==> config.mk <==
export PLATFORM = sky130hd
export DESIGN_NAME = spi_flash_frame_monitor
export DESIGN_NICKNAME = d
export VERILOG_FILES = /design/src/rtl/spi_flash_frame_monitor.sv
export SDC_FILE = /design/constraint.sdc
export NUM_CORES = 1
export LEC_CHECK = 0
export CORE_MARGIN = 2
export CORE_UTILIZATION = 55
export CTS_BUF_LIST = sky130_fd_sc_hd__clkbuf_2 sky130_fd_sc_hd__clkbuf_4 sky130_fd_sc_hd__clkbuf_8
export CTS_CLUSTER_SIZE = 20
export DETAILED_ROUTE_END_ITERATION = 7
export DONT_BUFFER_PORTS = 1
export MAX_ROUTING_LAYER = met4
export PLACE_DENSITY = 0.71
export SLEW_MARGIN = 40
export SYNTH_ARGS = -nofsm -noshare
export SYNTH_HDL_FRONTEND = slang
export SYNTH_SLANG_ARGS = --single-unit
==> constraint.sdc <==
create_clock -name clock -period 4.01 [get_ports clock]
set_clock_uncertainty 0.05 [all_clocks]
set_input_delay 0.2005 -clock clock [delete_from_list [all_inputs] [get_ports clock]]
set_output_delay 0.2005 -clock clock [all_outputs]
set_load 0.01 [all_outputs]
==> src/rtl/spi_flash_frame_monitor.sv <==
// Passive single-I/O SPI flash bus monitor: oversamples C/S#/DQ0/DQ1 with the
// system clock and decodes each S#-framed transaction into opcode, address and
// data-byte events.
module spi_flash_frame_monitor #(
    parameter int SYNC_STAGES = 2,
    parameter int ADDR_BYTES  = 3,
    parameter int DUMMY_CYC   = 8,
    parameter int CNT_W       = 16
) (
    input  logic                    clock,
    input  logic                    reset_n,
    input  logic                    C,
    input  logic                    S,
    input  logic                    DQ0,
    input  logic                    DQ1,
    output logic                    op_valid,
    output logic [7:0]              opcode,
    output logic                    addr_valid,
    output logic [8*ADDR_BYTES-1:0] addr,
    output logic                    wr_valid,
    output logic                    rd_valid,
    output logic [7:0]              data_byte,
    output logic                    frame_done,
    output logic [CNT_W-1:0]        byte_cnt,
    output logic                    frame_err
);

    localparam int         AW         = 8 * ADDR_BYTES;
    localparam logic [2:0] ADDR_LAST  = 3'(ADDR_BYTES - 1);
    localparam logic [15:0] DUMMY_LAST = 16'(DUMMY_CYC - 1);

    typedef enum logic [2:0] {IDLE, OPCODE, ADDR, DUMMY, DATA} state_t;

    state_t                 state, state_nxt;
    logic [SYNC_STAGES-1:0] c_sync, s_sync, dq0_sync, dq1_sync, settle;
    logic                   c_prev, s_prev, armed;
    logic [2:0]             bit_cnt, bit_nxt;
    logic [2:0]             addr_cnt, addr_cnt_nxt;
    logic [15:0]            dummy_cnt, dummy_nxt;
    logic [7:0]             shift, shift_nxt, new_byte, opcode_nxt, data_nxt;
    logic [AW-1:0]          addr_sh, addr_sh_nxt, addr_nxt;
    logic [CNT_W-1:0]       byte_cnt_nxt;
    logic                   rd_mode, rd_nxt, dq_bit;
    logic                   c_s, s_s, dq0_s, dq1_s, settled;
    logic                   cr, s_rise, start;
    logic                   op_p, addr_p, wr_p, rd_p, done_p, err_p;

    assign c_s     = c_sync[SYNC_STAGES-1];
    assign s_s     = s_sync[SYNC_STAGES-1];
    assign dq0_s   = dq0_sync[SYNC_STAGES-1];
    assign dq1_s   = dq1_sync[SYNC_STAGES-1];
    assign settled = settle[SYNC_STAGES-1];
    assign cr      = c_s & ~c_prev;
    assign s_rise  = s_s & ~s_prev;
    // A frame only starts once S has been seen high after reset, so a transfer
    // already running when reset is released is skipped entirely.
    assign start   = ~s_s & s_prev & armed;

    // Input synchronizers, edge-detect history and the post-reset arming flag.
    always_ff @(posedge clock or negedge reset_n) begin
        if (!reset_n) begin
            c_sync   <= '0;
            s_sync   <= '1;
            dq0_sync <= '0;
            dq1_sync <= '0;
            settle   <= '0;
            c_prev   <= 1'b0;
            s_prev   <= 1'b1;
            armed    <= 1'b0;
        end else begin
            c_sync   <= {c_sync[SYNC_STAGES-2:0], C};
            s_sync   <= {s_sync[SYNC_STAGES-2:0], S};
            dq0_sync <= {dq0_sync[SYNC_STAGES-2:0], DQ0};
            dq1_sync <= {dq1_sync[SYNC_STAGES-2:0], DQ1};
            settle   <= {settle[SYNC_STAGES-2:0], 1'b1};
            c_prev   <= c_s;
            s_prev   <= s_s;
            armed    <= armed | (settled & s_s);
        end
    end

    // Next-state decode: shift bits on each C rise, emit field/byte events and
    // close the frame on S rise (a byte completing in that same cycle still counts).
    always_comb begin
        state_nxt    = state;
        bit_nxt      = bit_cnt;
        addr_cnt_nxt = addr_cnt;
        dummy_nxt    = dummy_cnt;
        shift_nxt    = shift;
        addr_sh_nxt  = addr_sh;
        addr_nxt     = addr;
        opcode_nxt   = opcode;
        data_nxt     = data_byte;
        byte_cnt_nxt = byte_cnt;
        rd_nxt       = rd_mode;
        op_p         = 1'b0;
        addr_p       = 1'b0;
        wr_p         = 1'b0;
        rd_p         = 1'b0;
        done_p       = 1'b0;
        err_p        = 1'b0;
        dq_bit       = (state == DATA && rd_mode) ? dq1_s : dq0_s;
        new_byte     = {shift[6:0], dq_bit};

        if (state == IDLE) begin
            if (start) begin
                state_nxt    = OPCODE;
                bit_nxt      = '0;
                addr_cnt_nxt = '0;
                dummy_nxt    = '0;
                shift_nxt    = '0;
                addr_sh_nxt  = '0;
                addr_nxt     = '0;
                byte_cnt_nxt = '0;
                rd_nxt       = 1'b0;
            end
        end else begin
            if (cr) begin
                if (state == DUMMY) begin
                    if (dummy_cnt == DUMMY_LAST) begin
                        dummy_nxt = '0;
                        state_nxt = DATA;
                        rd_nxt    = 1'b1;
                    end else begin
                        dummy_nxt = dummy_cnt + 16'd1;
                    end
                end else begin
                    shift_nxt = new_byte;
                    bit_nxt   = bit_cnt + 3'd1;
                    if (bit_cnt == 3'd7) begin
                        case (state)
                            OPCODE: begin
                                op_p       = 1'b1;
                                opcode_nxt = new_byte;
                                case (new_byte)
                                    8'h03, 8'h0B, 8'h02, 8'hD8, 8'h20: state_nxt = ADDR;
                                    8'h9F, 8'h05: begin
                                        state_nxt = DATA;
                                        rd_nxt    = 1'b1;
                                    end
                                    default: begin
                                        state_nxt = DATA;
                                        rd_nxt    = 1'b0;
                                    end
                                endcase
                            end
                            ADDR: begin
                                addr_sh_nxt = {addr_sh[AW-9:0], new_byte};
                                if (addr_cnt == ADDR_LAST) begin
                                    addr_cnt_nxt = '0;
                                    addr_p       = 1'b1;
                                    addr_nxt     = addr_sh_nxt;
                                    state_nxt    = DATA;
                                    if (opcode == 8'h0B) begin
                                        rd_nxt = 1'b1;
                                        if (DUMMY_CYC != 0) state_nxt = DUMMY;
                                    end else begin
                                        rd_nxt = (opcode == 8'h03);
                                    end
                                end else begin
                                    addr_cnt_nxt = addr_cnt + 3'd1;
                                end
                            end
                            default: begin
                                data_nxt = new_byte;
                                rd_p     = rd_mode;
                                wr_p     = ~rd_mode;
                                if (byte_cnt != '1) byte_cnt_nxt = byte_cnt + 1'b1;
                            end
                        endcase
                    end
                end
            end
            if (s_rise) begin
                done_p    = 1'b1;
                err_p     = (bit_nxt != 3'd0) ||
                            (state_nxt == ADDR && addr_cnt_nxt != 3'd0) ||
                            (state_nxt == DUMMY && dummy_nxt != 16'd0);
                state_nxt = IDLE;
            end
        end
    end

    // Frame state, field counters and the registered event/held outputs.
    always_ff @(posedge clock or negedge reset_n) begin
        if (!reset_n) begin
            state      <= IDLE;
            bit_cnt    <= '0;
            addr_cnt   <= '0;
            dummy_cnt  <= '0;
            shift      <= '0;
            addr_sh    <= '0;
            rd_mode    <= 1'b0;
            op_valid   <= 1'b0;
            opcode     <= '0;
            addr_valid <= 1'b0;
            addr       <= '0;
            wr_valid   <= 1'b0;
            rd_valid   <= 1'b0;
            data_byte  <= '0;
            frame_done <= 1'b0;
            byte_cnt   <= '0;
            frame_err  <= 1'b0;
        end else begin
            state      <= state_nxt;
            bit_cnt    <= bit_nxt;
            addr_cnt   <= addr_cnt_nxt;
            dummy_cnt  <= dummy_nxt;
            shift      <= shift_nxt;
            addr_sh    <= addr_sh_nxt;
            rd_mode    <= rd_nxt;
            op_valid   <= op_p;
            opcode     <= opcode_nxt;
            addr_valid <= addr_p;
            addr       <= addr_nxt;
            wr_valid   <= wr_p;
            rd_valid   <= rd_p;
            data_byte  <= data_nxt;
            frame_done <= done_p;
            byte_cnt   <= byte_cnt_nxt;
            frame_err  <= err_p;
        end
    end

endmodule

==> flow_summary.toml, run 1 <==
[hold_path]
hold_class = "input pin to flip-flop"
min_to = "s_sync[0]$_DFF_PN1_"
holdPathStages = 1
min_from = "S"

[clock_tree]
cts_tree = "done"
clk_pin_slew_worst_paths_ns = 0.07
clk_path_buf_depth = 2
cts_setup_buffers = 0
cts_root_buffer = "clkbuf_8"
clk_latency_ns = 0.44
cts_made_buffers = 17
ctsHtreeMaxLevel = 4
cts_sinks = 124
post_cts_resized = 0
hold_buffers = 6

[setup_path]
ff2ff_path_depth = 7
end_kind = "flip-flop"
worst_path_max_delay_cell = "dfrtp_1"
worstSetupPathType = "flip-flop to flip-flop"
crit_chain = "nand3b_4, nor2_1, nand3_1, xnor2_1, nor4_1, and3_1, a41oi_2"
cpPeakStageDelay_ns = 0.74
reg2reg_from = "state[1]$_DFFE_PN0N_"
critPathLaunchType = "flip-flop"
critical_path.max_fanout = 20
crit_required_ns = 4.26
worst-r2r-setup-slack_ns = 1.33
reg2reg_to = "frame_err$_DFF_PN0_"
arrival_ns = 2.93

[timing]
setup_viol = 0
rsz0062_at_grt = "no"
tns_ns = 0
tightest_slew_ns = 0.644
whs_ns = 0.253
finalCriticalPeriod_ns = 2.68
finalHoldViolCount = 0
finalCritPeriodShare_pct = 66.9
drv_slew = 0
fmax_mhz = 373
layout_setup_ws_ns = 1.33
max-slew-margin-rel_pct = 56.9

[placed_design]
gp_congestion = 0.945
post-place-ws_ns = 1.38
post-place-cells = 690
portBuffers = 0
place_area_mm2 = 0.00587
hpwl_mm = 8.31

[floorplanning]
die_h_um = 107
io_pins = 68
design.core.area_mm2 = 0.0103
start_util_pct = 56.5
fp-row-count = 37
die_area_mm2 = 0.0114
die_w_um = 107

[grt]
antenna_found_initial = 0
grt_max_degree = 125
grtUsageTotal_pct = 24.1
grt-ovfl-total = 0
grt_pass1_vias = 4172
grt_pass1_wl_mm = 21.0

[job]
max-cap-violations = 0

[route]
dr.max_layer_used = "met4"
post_drt_wl_per_cell_um = 16.9
met1Wirelength_mm = 5.73
routed_wl_mm = 12.3
route.detailed.drc = 0
met3WireLength_um = 857
detail_route.first_pass.iterations = 5
wl_met2_mm = 5.56
via_per_inst = 5.92
drt-initial-drc-count = 323
ant_nets = 0
num_vias = 4312

[power_and_ir_drop]
power.switching_mw = 1.06
vdd_drop_max_mv = 0.346
internal_power_mw = 2.10
powerDensity_mw_per_mm2 = 498
combPwrFrac_pct = 19.9
leakagePower_nw = 2.75
p_clk_share_pct = 34.2
pwr-share-seq_pct = 45.9
swShare_pct = 33.5

[logic_synthesis]
ys_seq_area_share_pct = 53.3
synth_warnings = 0
avgSynthCellArea_um2 = 9.95
synth_area_mm2 = 0.00583
syn_nets = 596
synth_enable_flop_cells = 0
netlist_instances = 586
ys_top_cells_by_area = "dfrtp_1, nand2_1, o21ai_0"
synth_largest_area_cell = "dfrtp_1"
synthArstFlopShare_pct = 100
synthFlopType = "dfrtp_1"
synth_top_cell_area_share_pct = 51.9
yosysUniqueCellTypes = 67
synth_seq_cells = 124

[finish]
fin_area_mm2 = 0.00635
stdcell_count = 728
syn_to_final_growth_pct = 8.91
drive_gt1_share_pct = 12.7
num-fill-cells = 818
antennaDiodeCount = 0
layout.nets = 589

[outcome]
outcome = "completed"
==> metrics by stage <==
stage / utilization [%] / power, mW
final: 61.5 / 3.16
after detailed placement: 56.9 / 2.07
after global routing: 61.5 / 3.35
after global placement: 56.9 / 2.05
after floorplan: - / 1.93
after CTS: 61.5 / 3.19
==> worst max path at each step <==
| stage | from | endpoint | cells after the start |
|---|---|---|---|
| finish | state[1]$_DFFE_PN0N_ | frame_err$_DFF_PN0_ | 7 |
| global route | state[1]$_DFFE_PN0N_ | frame_err$_DFF_PN0_ | 7 |
| CTS | bit_cnt[0]$_DFFE_PN0N_ | byte_cnt[8]$_DFFE_PN0P_ | 8 |
| detailed placement | bit_cnt[0]$_DFFE_PN0N_ | byte_cnt[8]$_DFFE_PN0P_ | 8 |
| global placement | bit_cnt[0]$_DFFE_PN0N_ | frame_err$_DFF_PN0_ | 7 |
| floorplan | bit_cnt[0]$_DFFE_PN0N_ | byte_cnt[12]$_DFFE_PN0P_ | 9 |
==> area by class of cell <==
cell class | count | area, µm² | area share (%)
inverter | 7 | 26.3 | 0.414
sequential | 124 | 3110 | 48.9
clock inverter | 13 | 143 | 2.25
tap | 136 | 170 | 2.68
multi-input combinational | 418 | 2530 | 39.9
timing repair buffer | 11 | 115 | 1.81
clock buffer | 19 | 255 | 4.02
==> logic make-up (layout without fill, tap and decap cells) <==
logic type,after synthesis,after routing,synth area share [%]
compound gates,143,143,15.5
xor+xnor,18,18,2.70
fa+ha+maj,4,4,0.858
buf+inv,44,50,3.33
flops,124,124,53.3
mux,25,25,4.74
other cells,1,1,0.0643
simple gates,227,227,19.5
==> layout by cell type (no fill, tap or decap), types with 4 or more instances in the layout <==
master / synthesis / routed
nor3_1: 7 / 7
nand2_1: 107 / 107
nand2b_1: 6 / 6
and4_1: 5 / 5
inv_1: 7 / 7
o21a_1: 8 / 8
ha_1: 4 / 4
o211ai_1: 5 / 5
xor2_1: 8 / 8
mux2_2: 17 / 17
nand3_1: 16 / 16
o31ai_1: 8 / 8
buf_4: 0 / 5
clkbuf_8: 0 / 18
o21ai_0: 73 / 73
mux2i_1: 7 / 7
and2_1: 5 / 5
nand4_1: 8 / 8
nor2_1: 29 / 29
a31oi_1: 6 / 6
xnor2_1: 10 / 10
dfrtp_1: 121 / 121
dlygate4sd3_1: 0 / 5
clkinvlp_4: 0 / 5
nor2b_1: 5 / 5
nor4_1: 9 / 9
a21o_1: 5 / 5
a21oi_1: 17 / 17
and3_1: 7 / 7
==> cell usage after synthesis, types with 2 or more instances <==
master / count
dfrtp_1: 121
nand2_1: 107
o21ai_0: 73
nor2_1: 29
clkbuf_1: 19
a21oi_1: 17
mux2_2: 17
buf_2: 16
nand3_1: 16
xnor2_1: 10
nor4_1: 9
nand4_1: 8
o21a_1: 8
o31ai_1: 8
xor2_1: 8
and3_1: 7
inv_1: 7
mux2i_1: 7
nor3_1: 7
a31oi_1: 6
nand2b_1: 6
a21o_1: 5
and2_1: 5
and4_1: 5
nor2b_1: 5
o211ai_1: 5
ha_1: 4
a22o_1: 3
dfstp_2: 3
or3_1: 3
a211o_1: 2
a41oi_1: 2
nand3b_1: 2
or2_2: 2
or4_1: 2
==> per-layer routing <==
layer	GRT usage, %	vias to the layer above
li1	-	2063
met1	33.5	2089
met2	34.4	146
met3	6.69	14
met4	7.98	0
met5	-	-
==> worst max-delay path: cells and delay by family (launching register included) <==
kind | cells | cell delay (ns)
compound gates | 1 | 0.11
simple gates | 5 | 1.44
flops | 1 | 0.74
xor+xnor | 1 | 0.20
==> power groups by stage <==
stage | sequential, mW | combinational, mW | clock (mW)
6_report | 1.45 | 0.630 | 1.08
3_3_place_gp | 1.47 | 0.582 | 0
3_5_place_dp | 1.47 | 0.596 | 0
2_1_floorplan | 1.43 | 0.506 | 0
4_1_cts | 1.45 | 0.631 | 1.11
5_1_grt | 1.47 | 0.719 | 1.16
==> state kept, by name (all words and copies together), names as in the netlist, 2 cells and up <==
register	flops
c_sync	2
state	3
data_byte	8
dq1_sync	2
addr	24
opcode	8
shift	7
s_sync	2
dummy_cnt	16
dq0_sync	2
bit_cnt	3
byte_cnt	16
settle	2
addr_cnt	3
addr_sh	16
Note: power is estimated with default switching activity, not from simulation.
==> inputs of run 2 (changes only) <==
--- a/config.mk
+++ b/config.mk
@@ -5,6 +5,7 @@
 export SDC_FILE = /design/constraint.sdc
 export NUM_CORES = 1
 export LEC_CHECK = 0
+export ABC_AREA = 1
 export CORE_MARGIN = 2
 export CORE_UTILIZATION = 55
 export CTS_BUF_LIST = sky130_fd_sc_hd__clkbuf_2 sky130_fd_sc_hd__clkbuf_4 sky130_fd_sc_hd__clkbuf_8
==> constraint.sdc (replaced) <==
create_clock -name clock -period 2.47 [get_ports clock]
set_clock_uncertainty 0.05 [all_clocks]
set_input_delay 0.1235 -clock clock [delete_from_list [all_inputs] [get_ports clock]]
set_output_delay 0.1235 -clock clock [all_outputs]
set_load 0.01 [all_outputs]
==> flow_summary.toml, run 2 <==
[grt]
grt_pass1_vias = 4827
grt-ovfl-total = 0
antenna_found_initial = 0
busiest_layer = "met2"
grt_max_degree = 125
grt_pass1_wl_mm = 22.5
grtUsageMet3_pct = 7.65
use_met1_pct = 31.0
grtUsageMet2_pct = 40.0
grtUsageTotal_pct = 25.4

[timing]
whs_ns = -0.688
finalCritPeriodShare_pct = 93.8
tightest_slew_ns = 0.650
fmax_mhz = 432
finalHoldViolCount = 124
setup_viol = 0
layout_setup_ws_ns = 0.154
tns_ns = 0
rsz0062_at_grt = "no"
finalCriticalPeriod_ns = 2.32
drv_slew = 0
max-slew-margin-rel_pct = 56.6

[route]
via_per_inst = 5.44
route.detailed.drc = 0
routed_wl_mm = 13.6
drt-initial-drc-count = 391
ant_nets = 0
post_drt_wl_per_cell_um = 15.3
num_vias = 4827
detail_route.first_pass.iterations = 5

[job]
max-cap-violations = 0

[logic_synthesis]
synth_area_mm2 = 0.00607
ys_seq_area_share_pct = 51.2
synth_warnings = 0
ys_top_cells_by_area = "dfrtp_1, nand2_1, inv_1"
synthArstFlopShare_pct = 100
synthFlopType = "dfrtp_1"
ys_top_cells_by_count = "nand2_1, dfrtp_1, inv_1"
netlist_instances = 718
synth_seq_cells = 124
synth_top_cell_area_share_pct = 49.9
yosysUniqueCellTypes = 41
avgSynthCellArea_um2 = 8.45
syn_nets = 728
synth_enable_flop_cells = 0
synth_largest_area_cell = "dfrtp_1"
synth.most_common_cell = "nand2_1"

[floorplanning]
die_area_mm2 = 0.0119
die_w_um = 109
start_util_pct = 56.2
fp-row-count = 38
die_h_um = 109
io_pins = 68
design.core.area_mm2 = 0.0108

[power_and_ir_drop]
vdd_drop_max_mv = 0.616
leakagePower_nw = 3.20
total_power_mw = 6.17
powerDensity_mw_per_mm2 = 915

[setup_path]
reg2reg_from = "state[1]$_DFFE_PN0N_"
critPathLaunchType = "flip-flop"
ff2ff_path_depth = 12
crit_required_ns = 2.75
end_kind = "flip-flop"
worstSetupPathType = "flip-flop to flip-flop"
cp-startpoint = "state[1]$_DFFE_PN0N_"
arrival_ns = 2.59
critical_path.max_fanout = 13

[finish]
largest-register = "addr"
multi_input_area_mm2 = 0.00249
fin_area_mm2 = 0.00675
final_common_cell = "nand2_1"
num-fill-cells = 872
syn_to_final_growth_pct = 11.3
seqCellArea_mm2 = 0.00311
final_cell_mix = "nand2_1, dfrtp_1, inv_1"
largest_reg_flops = 24
drive_gt1_share_pct = 10.8
layout.nets = 745
antennaDiodeCount = 0

[clock_tree]
clk_latency_ns = 0.45
clk_path_buf_depth = 2
clk_pin_slew_worst_paths_ns = 0.08
cts_tree = "done"
ctsHtreeMaxLevel = 4
hold_buffers = 4
cts_made_buffers = 17
cts_root_buffer = "clkbuf_8"
cts_sinks = 124

[outcome]
outcome = "finished, violations left"
violations = "negative hold slack"

[placed_design]
post-place-ws_ns = 0.175
place_area_mm2 = 0.00625
gp_congestion = 0.881
portBuffers = 0
hpwl_mm = 9.41

[hold_path]
hold_class = "input pin to async pin"
-- run 2: cell count changes after synthesis, sizes merged, moves of 11 or more --
cell,delta
clkbuf,-11
inv,+97
nand2,+48
nand3,+38
nor2,+64
o22ai,+11
-- run 2: cells by family after synthesis --
logic type               share of synthesized area, %
other                                          0.0618
multiplexers                                     4.27
AO/OA/AOI/OAI                                    9.10
buffers and inverters                            7.92
AND/OR/NAND/NOR                                  25.3
adder cells (fa/ha/maj)                         0.825
XOR/XNOR                                         1.30
flip-flops                                       51.2
-- run 2: final timing paths --
path | end | slack, ns
setup / recovery | byte_cnt[10]$_DFFE_PN0P_ | 0.15
hold / removal | byte_cnt[9]$_DFFE_PN0P_ | -0.69
setup reg to reg | byte_cnt[10]$_DFFE_PN0P_ | 0.15
hold reg to reg | c_sync[1]$_DFF_PN0_ | 0.30
max in group asynchronous | s_sync[0]$_DFF_PN1_ | 2.82
min in group clock | s_sync[0]$_DFF_PN1_ | 0.16
-- run 2: critical path: stages, from the launching register on --
cell	delay [ns]
dfrtp_1	0.45
inv_1	0.14
nand2_4	0.19
inv_4	0.06
buf_4	0.19
nor2_2	0.32
nor2_4	0.08
nand2_4	0.20
nor2_4	0.07
nand2_1	0.12
nor2_2	0.05
xnor2_1	0.18
nor2_1	0.08
-- run 2: repair_timing --
action | CTS | global route
endpoints found under the setup margin | 0 | 2
gates resized for setup | 0 | 6
endpoints found under the hold margin | 128 | 124
buffers inserted | 0 | 0
-- run 2: final cells by class --
| cell class | count | share of cell area (%) |
|---|---|---|
| Multi-Input combinational cell | 473 | 36.9 |
| Tap cell | 140 | 2.59 |
| Clock inverter | 11 | 2.32 |
| Timing Repair Buffer | 15 | 2.00 |
| Clock buffer | 21 | 4.28 |
| Sequential cell | 124 | 46.0 |
| Inverter | 104 | 5.82 |
-- run 2: routing by layer --
metal  vias to the layer above  share of wire (%)
li1                       2351                  -
met4                         0                1.6
met2                       145                 49
met5                         -                  0
met3                        24                6.2
met1                      2307                 44
-- run 2: power breakdown --
group	internal, mW	leakage, nW	switching [mW]
sequential	2.40	1.67	0.352
clock	1.12	0.216	0.851
combinational	0.493	1.31	0.965
total	4.01	3.20	2.17
-- run 2: stage by stage --
stage	hold slack [ns]	utilization, %	cells
3_3_place_gp	-0.219	57.9	852
3_5_place_dp	-0.219	57.9	852
5_1_grt	-0.719	62.5	888
6_report	-0.688	62.5	888
4_1_cts	-0.712	62.4	888
2_1_floorplan	-0.222	-	718
==> inputs of run 3 (changes only) <==
--- a/config.mk
+++ b/config.mk
@@ -6,14 +6,14 @@
 export NUM_CORES = 1
 export LEC_CHECK = 0
 export ABC_AREA = 1
+export BUFFER_PORTS_ARGS = -buffer_cell sky130_fd_sc_hd__buf_2
 export CORE_MARGIN = 2
 export CORE_UTILIZATION = 55
 export CTS_BUF_LIST = sky130_fd_sc_hd__clkbuf_2 sky130_fd_sc_hd__clkbuf_4 sky130_fd_sc_hd__clkbuf_8
 export CTS_CLUSTER_SIZE = 20
 export DETAILED_ROUTE_END_ITERATION = 7
-export DONT_BUFFER_PORTS = 1
 export MAX_ROUTING_LAYER = met4
-export PLACE_DENSITY = 0.71
+export PLACE_DENSITY = 0.77
 export SLEW_MARGIN = 40
 export SYNTH_ARGS = -nofsm -noshare
 export SYNTH_HDL_FRONTEND = slang
==> constraint.sdc (replaced) <==
create_clock -name clock -period 2.7 [get_ports clock]
set_clock_uncertainty 0.05 [all_clocks]
set_input_delay 0.135 -clock clock [delete_from_list [all_inputs] [get_ports clock]]
set_output_delay 0.135 -clock clock [all_outputs]
set_load 0.01 [all_outputs]
==> flow_summary.toml, run 3 (synthesis results as in run 2) <==
[timing]
rsz0062_at_grt = "no"
fmax_mhz = 416
finalCritPeriodShare_pct = 89.0
finalHoldViolCount = 0
layout_setup_ws_ns = 0.297
finalCriticalPeriod_ns = 2.40
setup_viol = 0
drv_slew = 0
tns_ns = 0
max-slew-margin-rel_pct = 59.1
whs_ns = 0.143
tightest_slew_ns = 0.612

[setup_path]
end_kind = "flip-flop"
worst_path_max_delay_cell = "dfrtp_1"
cp-startpoint = "state[2]$_DFFE_PN0N_"
critPathLaunchType = "flip-flop"
path_buf_inv = 1
crit_end = "frame_err$_DFF_PN0_"
critPathTopFamily = "simple AND/OR/NAND/NOR gates"
ff2ff_path_depth = 12
reg2reg_to = "frame_err$_DFF_PN0_"
cpPeakStageDelay_ns = 0.51
worst-r2r-setup-slack_ns = 0.30
reg2reg_from = "state[2]$_DFFE_PN0N_"
crit_top_cell = "nand3_1"
worstSetupPathType = "flip-flop to flip-flop"
crit_chain = "inv_1, nand3_2, nor2_2, nand3_1, nand2_1, nor2_1, nor2_1, nand3_1, nor2_1, nand3_1, nand3_1, a21oi_1"
cp.depth = 12
arrival_ns = 2.68
critical_path.max_fanout = 8
crit_required_ns = 2.98

[clock_tree]
cts_setup_buffers = 0
ctsHtreeMaxLevel = 4
cts_root_buffer = "clkbuf_8"
cts_tree = "done"
post_cts_resized = 0
clk_path_buf_depth = 2
cts_made_buffers = 17
clk_pin_slew_worst_paths_ns = 0.08
clk_latency_ns = 0.44
cts_sinks = 124

[power_and_ir_drop]
p_clk_share_pct = 30.0
leakagePower_nw = 3.55
internal_power_mw = 3.66
power.switching_mw = 2.08
powerDensity_mw_per_mm2 = 812
total_power_mw = 5.73
pwr-share-seq_pct = 42.3
swShare_pct = 36.2
combPwrFrac_pct = 27.7
vdd_drop_max_mv = 0.660

[grt]
antenna_found_initial = 0
grtUsageTotal_pct = 26.2
grtUsageMet3_pct = 6.46
grt_pass1_wl_mm = 23.5
busiest_layer = "met2"
grtUsageMet2_pct = 41.3
grt-ovfl-total = 0
use_met1_pct = 33.6
grt_max_degree = 57
grt_pass1_vias = 5060

[floorplanning]
io_pins = 68
fp-row-count = 38
design.core.area_mm2 = 0.0108
die_h_um = 109
die_area_mm2 = 0.0119
start_util_pct = 56.2
die_w_um = 109

[placed_design]
gp_congestion = 0.912
place_area_mm2 = 0.00659
hpwl_mm = 10.0
portBuffers = 67
post-place-ws_ns = 0.344
post-place-cells = 918

[route]
ant_nets = 0
detail_route.first_pass.iterations = 5
via_per_inst = 5.42
post_drt_wl_per_cell_um = 14.6
routed_wl_mm = 13.9
drt-initial-drc-count = 284
num_vias = 5180
route.detailed.drc = 0

[finish]
antennaDiodeCount = 0
drive_gt1_share_pct = 17.5
largest-register = "addr"
final_common_cell = "nand2_1"
stdcell_count = 955
largest_reg_flops = 24
fin_area_mm2 = 0.00706
num-fill-cells = 907
final_cell_mix = "nand2_1, dfrtp_1, inv_1"
syn_to_final_growth_pct = 16.4
fin_util_pct = 65.4
layout.nets = 812

[outcome]
outcome = "completed"

[hold_path]
hold_class = "input pin to async pin"

[job]
max-cap-violations = 0
run 3: cell types whose count changed in the layout (fill, tap and decap cells not counted), moves of 2 or more:
cell,previous run,this run
buf_2,0,66
clkbuf_8,21,17
nand2_2,2,0
nor2_2,5,7
inv_6,3,5
nor2_4,7,5
nand2_1,149,151
run 3: worst min path at each step:
stage          startpoint                 endpoint  slack (ns)
2_1_floorplan     reset_n      addr[0]$_DFFE_PN0P_       -0.21
3_3_place_gp      reset_n  byte_cnt[9]$_DFFE_PN0P_        0.08
3_5_place_dp      reset_n  byte_cnt[8]$_DFFE_PN0P_        0.09
4_1_cts           reset_n  byte_cnt[8]$_DFFE_PN0P_        0.15
5_1_grt           reset_n  byte_cnt[8]$_DFFE_PN0P_        0.20
6_report          reset_n  byte_cnt[9]$_DFFE_PN0P_        0.14
run 3: final cells by class:
| class | instances | area, µm² | area share [%] |
|---|---|---|---|
| multi-input cells | 473 | 2480 | 35.1 |
| well taps | 140 | 175 | 2.48 |
| clock inverters | 15 | 188 | 2.66 |
| clock buffers | 17 | 234 | 3.31 |
| repair buffers | 82 | 488 | 6.91 |
| flip-flops and latches | 124 | 3110 | 44.0 |
| inverters | 104 | 393 | 5.56 |
run 3: power groups by stage:
stage                     combinational, mW  sequential, mW  clock (mW)
after floorplan                        1.01            2.48           0
after global placement                 1.51            2.44           0
after detailed placement               1.57            2.45           0
after CTS                              1.59            2.42        1.75
after global routing                   1.78            2.47        1.84
final                                  1.59            2.42        1.72
run 3: per-layer routing:
layer / vias up / wire [µm]
li1: 2495 / -
met2: 158 / 6770
met1: 2500 / 6220
met3: 27 / 715
met5: - / 0
met4: 0 / 217
run 3: timing repair:
item                                    4_1_cts  5_1_grt
hold buffers                                  5        0
endpoints found under the setup margin        0        0
hold endpoints to repair                     39        0
